[config.mk]
export PLATFORM = sky130hd
export DESIGN_NAME = jtframe_sync_filter
export DESIGN_NICKNAME = d
export VERILOG_FILES = /design/src/rtl/jtframe_sync_filter_bit.sv /design/src/rtl/jtframe_sync_filter.sv
export SDC_FILE = /design/constraint.sdc
export NUM_CORES = 1
export LEC_CHECK = 0
export ABC_AREA = 0
export CORE_AREA = 2 2 39 41
export DETAILED_ROUTE_END_ITERATION = 16
export DIE_AREA = 0 0 41 43
export MAX_ROUTING_LAYER = met4
export SLEW_MARGIN = 10
export SYNTH_ARGS = -nofsm -noshare
export SYNTH_HDL_FRONTEND = slang
export SYNTH_SLANG_ARGS = --single-unit
[constraint.sdc]
create_clock -name clk -period 1.25 [get_ports clk]
set_input_delay 0.25 -clock clk [delete_from_list [all_inputs] [get_ports clk]]
set_output_delay 0.25 -clock clk [all_outputs]
set_load 0.02 [all_outputs]
[src/rtl/jtframe_sync_filter_bit.sv]
// One bit of the sync filter: accepts a new level only after DLY consecutive
// differing cen samples and emits registered one-clock rise/fall pulses.
module jtframe_sync_filter_bit #(
  parameter int   DLY   = 4,
  parameter logic INIT1 = 1'b0
) (
  input  logic rst,
  input  logic clk,
  input  logic cen,
  input  logic raw,
  output logic flt,
  output logic rise,
  output logic fall,
  output logic pulse_nxt
);

  localparam int CW = $clog2(DLY + 1);
  localparam logic [CW-1:0] LAST = CW'(DLY - 1);

  typedef enum logic {
    STABLE  = 1'b0,
    PENDING = 1'b1
  } state_t;

  state_t        state_q, state_d;
  logic [CW-1:0] cnt_q, cnt_d;
  logic          flt_q, flt_d;
  logic          rise_q, rise_d;
  logic          fall_q, fall_d;

  // Next-state: pulses default low so they clear on the next edge even without cen
  always_comb begin
    state_d = state_q;
    cnt_d   = cnt_q;
    flt_d   = flt_q;
    rise_d  = 1'b0;
    fall_d  = 1'b0;
    case (state_q)
      STABLE: begin
        if (cen && (raw != flt_q)) begin
          if (DLY == 1) begin
            flt_d  = raw;
            rise_d = raw;
            fall_d = ~raw;
          end else begin
            cnt_d   = CW'(1);
            state_d = PENDING;
          end
        end else begin
          state_d = STABLE;
        end
      end
      PENDING: begin
        if (!cen) begin
          state_d = PENDING;
        end else if (raw == flt_q) begin
          cnt_d   = '0;
          state_d = STABLE;
        end else if (cnt_q == LAST) begin
          flt_d   = raw;
          rise_d  = raw;
          fall_d  = ~raw;
          cnt_d   = '0;
          state_d = STABLE;
        end else begin
          cnt_d = cnt_q + CW'(1);
        end
      end
      default: begin
        cnt_d   = '0;
        state_d = STABLE;
      end
    endcase
  end

  // State, counter and output registers
  always_ff @(posedge clk or posedge rst) begin
    if (rst) begin
      state_q <= STABLE;
      cnt_q   <= '0;
      flt_q   <= INIT1;
      rise_q  <= 1'b0;
      fall_q  <= 1'b0;
    end else begin
      state_q <= state_d;
      cnt_q   <= cnt_d;
      flt_q   <= flt_d;
      rise_q  <= rise_d;
      fall_q  <= fall_d;
    end
  end

  assign flt       = flt_q;
  assign rise      = rise_q;
  assign fall      = fall_q;
  assign pulse_nxt = rise_d | fall_d;

endmodule

[src/rtl/jtframe_sync_filter.sv]
// Multi-bit glitch filter and edge detector for already-synchronized inputs.
// chg is registered from the per-bit next-state pulses so it lines up with rise/fall.
module jtframe_sync_filter #(
  parameter int           W    = 1,
  parameter int           DLY  = 4,
  parameter logic [W-1:0] INIT = '0
) (
  input  logic         rst,
  input  logic         clk,
  input  logic         cen,
  input  logic [W-1:0] raw,
  output logic [W-1:0] flt,
  output logic [W-1:0] rise,
  output logic [W-1:0] fall,
  output logic         chg
);

  if (DLY < 1 || DLY > 255) begin : g_bad_dly
    $error("jtframe_sync_filter: DLY=%0d outside 1..255", DLY);
  end

  logic [W-1:0] pulse_nxt;
  logic         chg_q, chg_d;

  for (genvar i = 0; i < W; i++) begin : g_bit
    jtframe_sync_filter_bit #(
      .DLY   (DLY),
      .INIT1 (INIT[i])
    ) u_bit (
      .rst       (rst),
      .clk       (clk),
      .cen       (cen),
      .raw       (raw[i]),
      .flt       (flt[i]),
      .rise      (rise[i]),
      .fall      (fall[i]),
      .pulse_nxt (pulse_nxt[i])
    );
  end

  // Combined change flag from the pulses about to be registered
  always_comb begin
    chg_d = |pulse_nxt;
  end

  // chg register
  always_ff @(posedge clk or posedge rst) begin
    if (rst) begin
      chg_q <= 1'b0;
    end else begin
      chg_q <= chg_d;
    end
  end

  assign chg = chg_q;

endmodule

==> metrics.yaml <==
critical_path:
  ff2ff_path_depth: 4
  reg2reg_from: "g_bit[0].u_bit.cnt_q[1]"
  criticalPathCategory: "reg2reg"
  worst-endpoint-required_ns: 1.39
  worst_path_dominant_cell_family: "flip-flops"
  critical_path.endpoint_type: "flop"
  critical_path.cell_chain: "ha_4 -> nand2b_4 -> nor2_1 -> mux2_2"
  crit_slowest_cell: "sky130_fd_sc_hd__dfrtp_1"
  critical_path.max_fanout: 4
  r2r-end: "g_bit[0].u_bit.flt"
  worst_ep_arrival_time_ns: 1.33
  critPathLaunchType: "flop"
  critical-path-max-stage-delay_ns: 0.40
  timing.critical_path.buf_inv: 0
  slack_of_the_worst_reg_to_reg_path_ns: 0.06
floorplan:
  core_um2: 1384
  die_h_um: 43
  std_cell_rows: 14
  die_area_um2: 1763
  floorplan.initialDensity_pct: 25.23
  die_w_um: 41
  io_pins: 8
clock_network:
  htreeDepth: 1
  clk_pin_slew_ns: 0.05
  hold_buffer_count_at_cts: 0
  worst_skew_pair.late_latency_ns: 0.26
  clk_root_buffer_cell: "sky130_fd_sc_hd__clkbuf_4"
  clk_path_buf_depth: 2
  number_of_buffers_added_by_the_clock_tree_synthesis_step: 3
  tritoncts_num_sinks: 8
  cts_tree: "done"
finish:
  share_of_cells_above_drive_strength_1_pct: 41.18
  syn2layout_area_growth_pct: 60.57
  filler_cell_count: 140
  layout.cells.most_common_list: "sky130_fd_sc_hd__buf_4 (10), sky130_fd_sc_hd__dfrtp_1 (8), sky130_fd_sc_hd__dlygate4sd2_1 (4)"
  final_core_utilization_pct: 40.51
  layout.cells.most_common: "sky130_fd_sc_hd__buf_4"
  final_cells: 67
  num-nets-final: 58
  stdcell_area_um2: 560.5
  insertedDiodeCount: 0
global_route:
  grt_start_max_net_pins: 9
  groute.usage.overall_pct: 12.88
  first_global_vias: 337
  antenna_violations_before_repair: 0
  global_route.overflow_total: 0
  first_pass_grt_wire_length_um: 1359
routing:
  detail-route-antenna-nets: 0
  post_drt_via_cell_ratio: 4.552
  drt_pre_antenna_iters: 4
  detail_route.drc_violations: 0
  drt-total-wl_um: 785
  average_wire_length_per_cell_after_detail_routing_um: 11.72
  first_iter_violations: 3
  vias: 305
pwr:
  design_power_total_mw: 1.031
  powerDensity_nw_per_um2: 1840
  worst_ir_drop_vdd_mv: 0.5995
  p_leak_nw: 0.2651
placement:
  gp_congestion: 0.7071
  dp_hpwl_um: 565.6
  buffer_ports.inserted: 7
  dp_cells: 62
  post_dp_cell_area_um2: 499.2
logic_synthesis:
  postSynthAreaPerCell_um2: 11.26
  netlist-cell-type-count: 18
  mappedNetlistArea_um2: 349.1
  synth_seq_cells: 8
  post_synth_inst_count: 31
  yosys_warnings: 0
  sequential_to_total_area_share_from_yosys_stat_pct: 57.35
  mappedNetlistNets: 36
timing:
  timing_worst_slew_pin_value_ns: 0.3054
  tightest_hold_margin_ns: 0.2381
  finalHoldViolCount: 0
  finalSetupViolCount: 0
  maxClockFrequency_mhz: 841.6
  layout_worst_path_cycle_share_pct: 95.06
  unrepaired_setup_endpoints_after_global_routing: "no"
  timing.slew.headroom_pct: 79.62
  worst_skew_ns: 0.004049
  layout_min_cycle_time_ns: 1.188
  report.final.slew_viol_count: 0
min_path:
  min_path_type: "in2async"
flow_run:
  drv_cap: 0
status:
  result_of_the_run: "finished clean"
==> cell usage after synthesis <==
library cell | number | share of area (%)
sky130_fd_sc_hd__o211ai_1 | 1 | 2.2
sky130_fd_sc_hd__nand2b_1 | 1 | 1.8
sky130_fd_sc_hd__nand2_1 | 2 | 2.2
sky130_fd_sc_hd__xnor2_1 | 1 | 2.5
sky130_fd_sc_hd__nor4_1 | 1 | 1.8
sky130_fd_sc_hd__nor3_2 | 1 | 2.9
sky130_fd_sc_hd__nor2_1 | 2 | 2.2
sky130_fd_sc_hd__mux2_2 | 1 | 3.2
sky130_fd_sc_hd__ha_1 | 1 | 3.6
sky130_fd_sc_hd__nor3_1 | 1 | 1.4
sky130_fd_sc_hd__inv_1 | 2 | 2.2
sky130_fd_sc_hd__o21a_1 | 1 | 2.2
sky130_fd_sc_hd__a32o_1 | 1 | 2.9
sky130_fd_sc_hd__dfrtp_1 | 8 | 57
sky130_fd_sc_hd__o21ai_0 | 3 | 4.3
sky130_fd_sc_hd__xor2_1 | 1 | 2.5
sky130_fd_sc_hd__a21oi_1 | 2 | 2.9
sky130_fd_sc_hd__and2_2 | 1 | 2.2
==> final cells by class <==
class                   instances  area (um^2)  area share [%]
well taps                      16        20.02           3.571
flip-flops and latches          8        200.2           35.71
inverters                       2        7.507           1.339
clock buffers                   3        22.52           4.018
repair buffers                 17        135.1           24.11
multi-input cells              21        175.2           31.25
==> how the worst max path moves through the flow <==
stage | from | to | slack (ns) | cells past startpoint
floorplan | g_bit[0].u_bit.flt | g_bit[0].u_bit.cnt_q[1] | 0.008 | 3
global placement | raw | g_bit[0].u_bit.cnt_q[1] | -0.24 | 5
detailed placement | raw | g_bit[0].u_bit.cnt_q[1] | -0.28 | 4
CTS | g_bit[0].u_bit.flt | flt | 0.008 | 1
global route | g_bit[0].u_bit.cnt_q[1] | g_bit[0].u_bit.flt | 0.005 | 4
finish | g_bit[0].u_bit.cnt_q[1] | g_bit[0].u_bit.flt | 0.06 | 4
==> power by group <==
group / internal (mW) / total (mW) / switching, mW
Combinational: 0.251 / 0.457 / 0.207
Clock: 0.110 / 0.200 / 0.0897
Sequential: 0.317 / 0.374 / 0.0575
Total: 0.677 / 1.03 / 0.354
==> cell families after synthesis <==
group,after synthesis,synth area share (%)
xor+xnor,2,5.019
flops,8,57.35
fa+ha+maj,1,3.584
mux,1,3.226
simple gates,9,14.34
buf+inv,2,2.151
compound gates,8,14.34
==> worst register-to-register path: cells and delay by family (launching register included) <==
kind	cells	cell delay (ns)
DFF	1	0.40
muxes	1	0.33
adders and majority gates	1	0.17
and+or+nand+nor	2	0.17
==> metal layers <==
layer	vias to the layer above	track usage, %	part of all wire, %
met5	-	-	0
met3	4	3.141	4.6
met1	141	11.92	35
li1	151	-	-
met4	0	14.00	5.9
met2	9	19.06	54
==> through the flow <==
| step | TNS, ns | setup slack [ns] |
|---|---|---|
| floorplan | 0 | 0.007625 |
| global placement | -1.158 | -0.2437 |
| detailed placement | -1.428 | -0.2782 |
| CTS | 0 | 0.007630 |
| global route | 0 | 0.004930 |
| finish | 0 | 0.06181 |
==> sequential cells by signal, indices dropped and copies added (netlist names) <==
signal and flops:
g_bit.u_bit.flt 1, g_bit.u_bit.fall 1, g_bit.u_bit.cnt_q 3, g_bit.u_bit.state_q 1
g_bit.u_bit.rise 1, chg 1
==> timing repair <==
action                                  CTS  global route
endpoints found under the setup margin    6             8
gates resized for setup                   5             8
pin swaps                                 1             2
endpoints found under the hold margin     0             0
setup buffers                             2             0
Note: power is estimated with default switching activity, not from simulation.
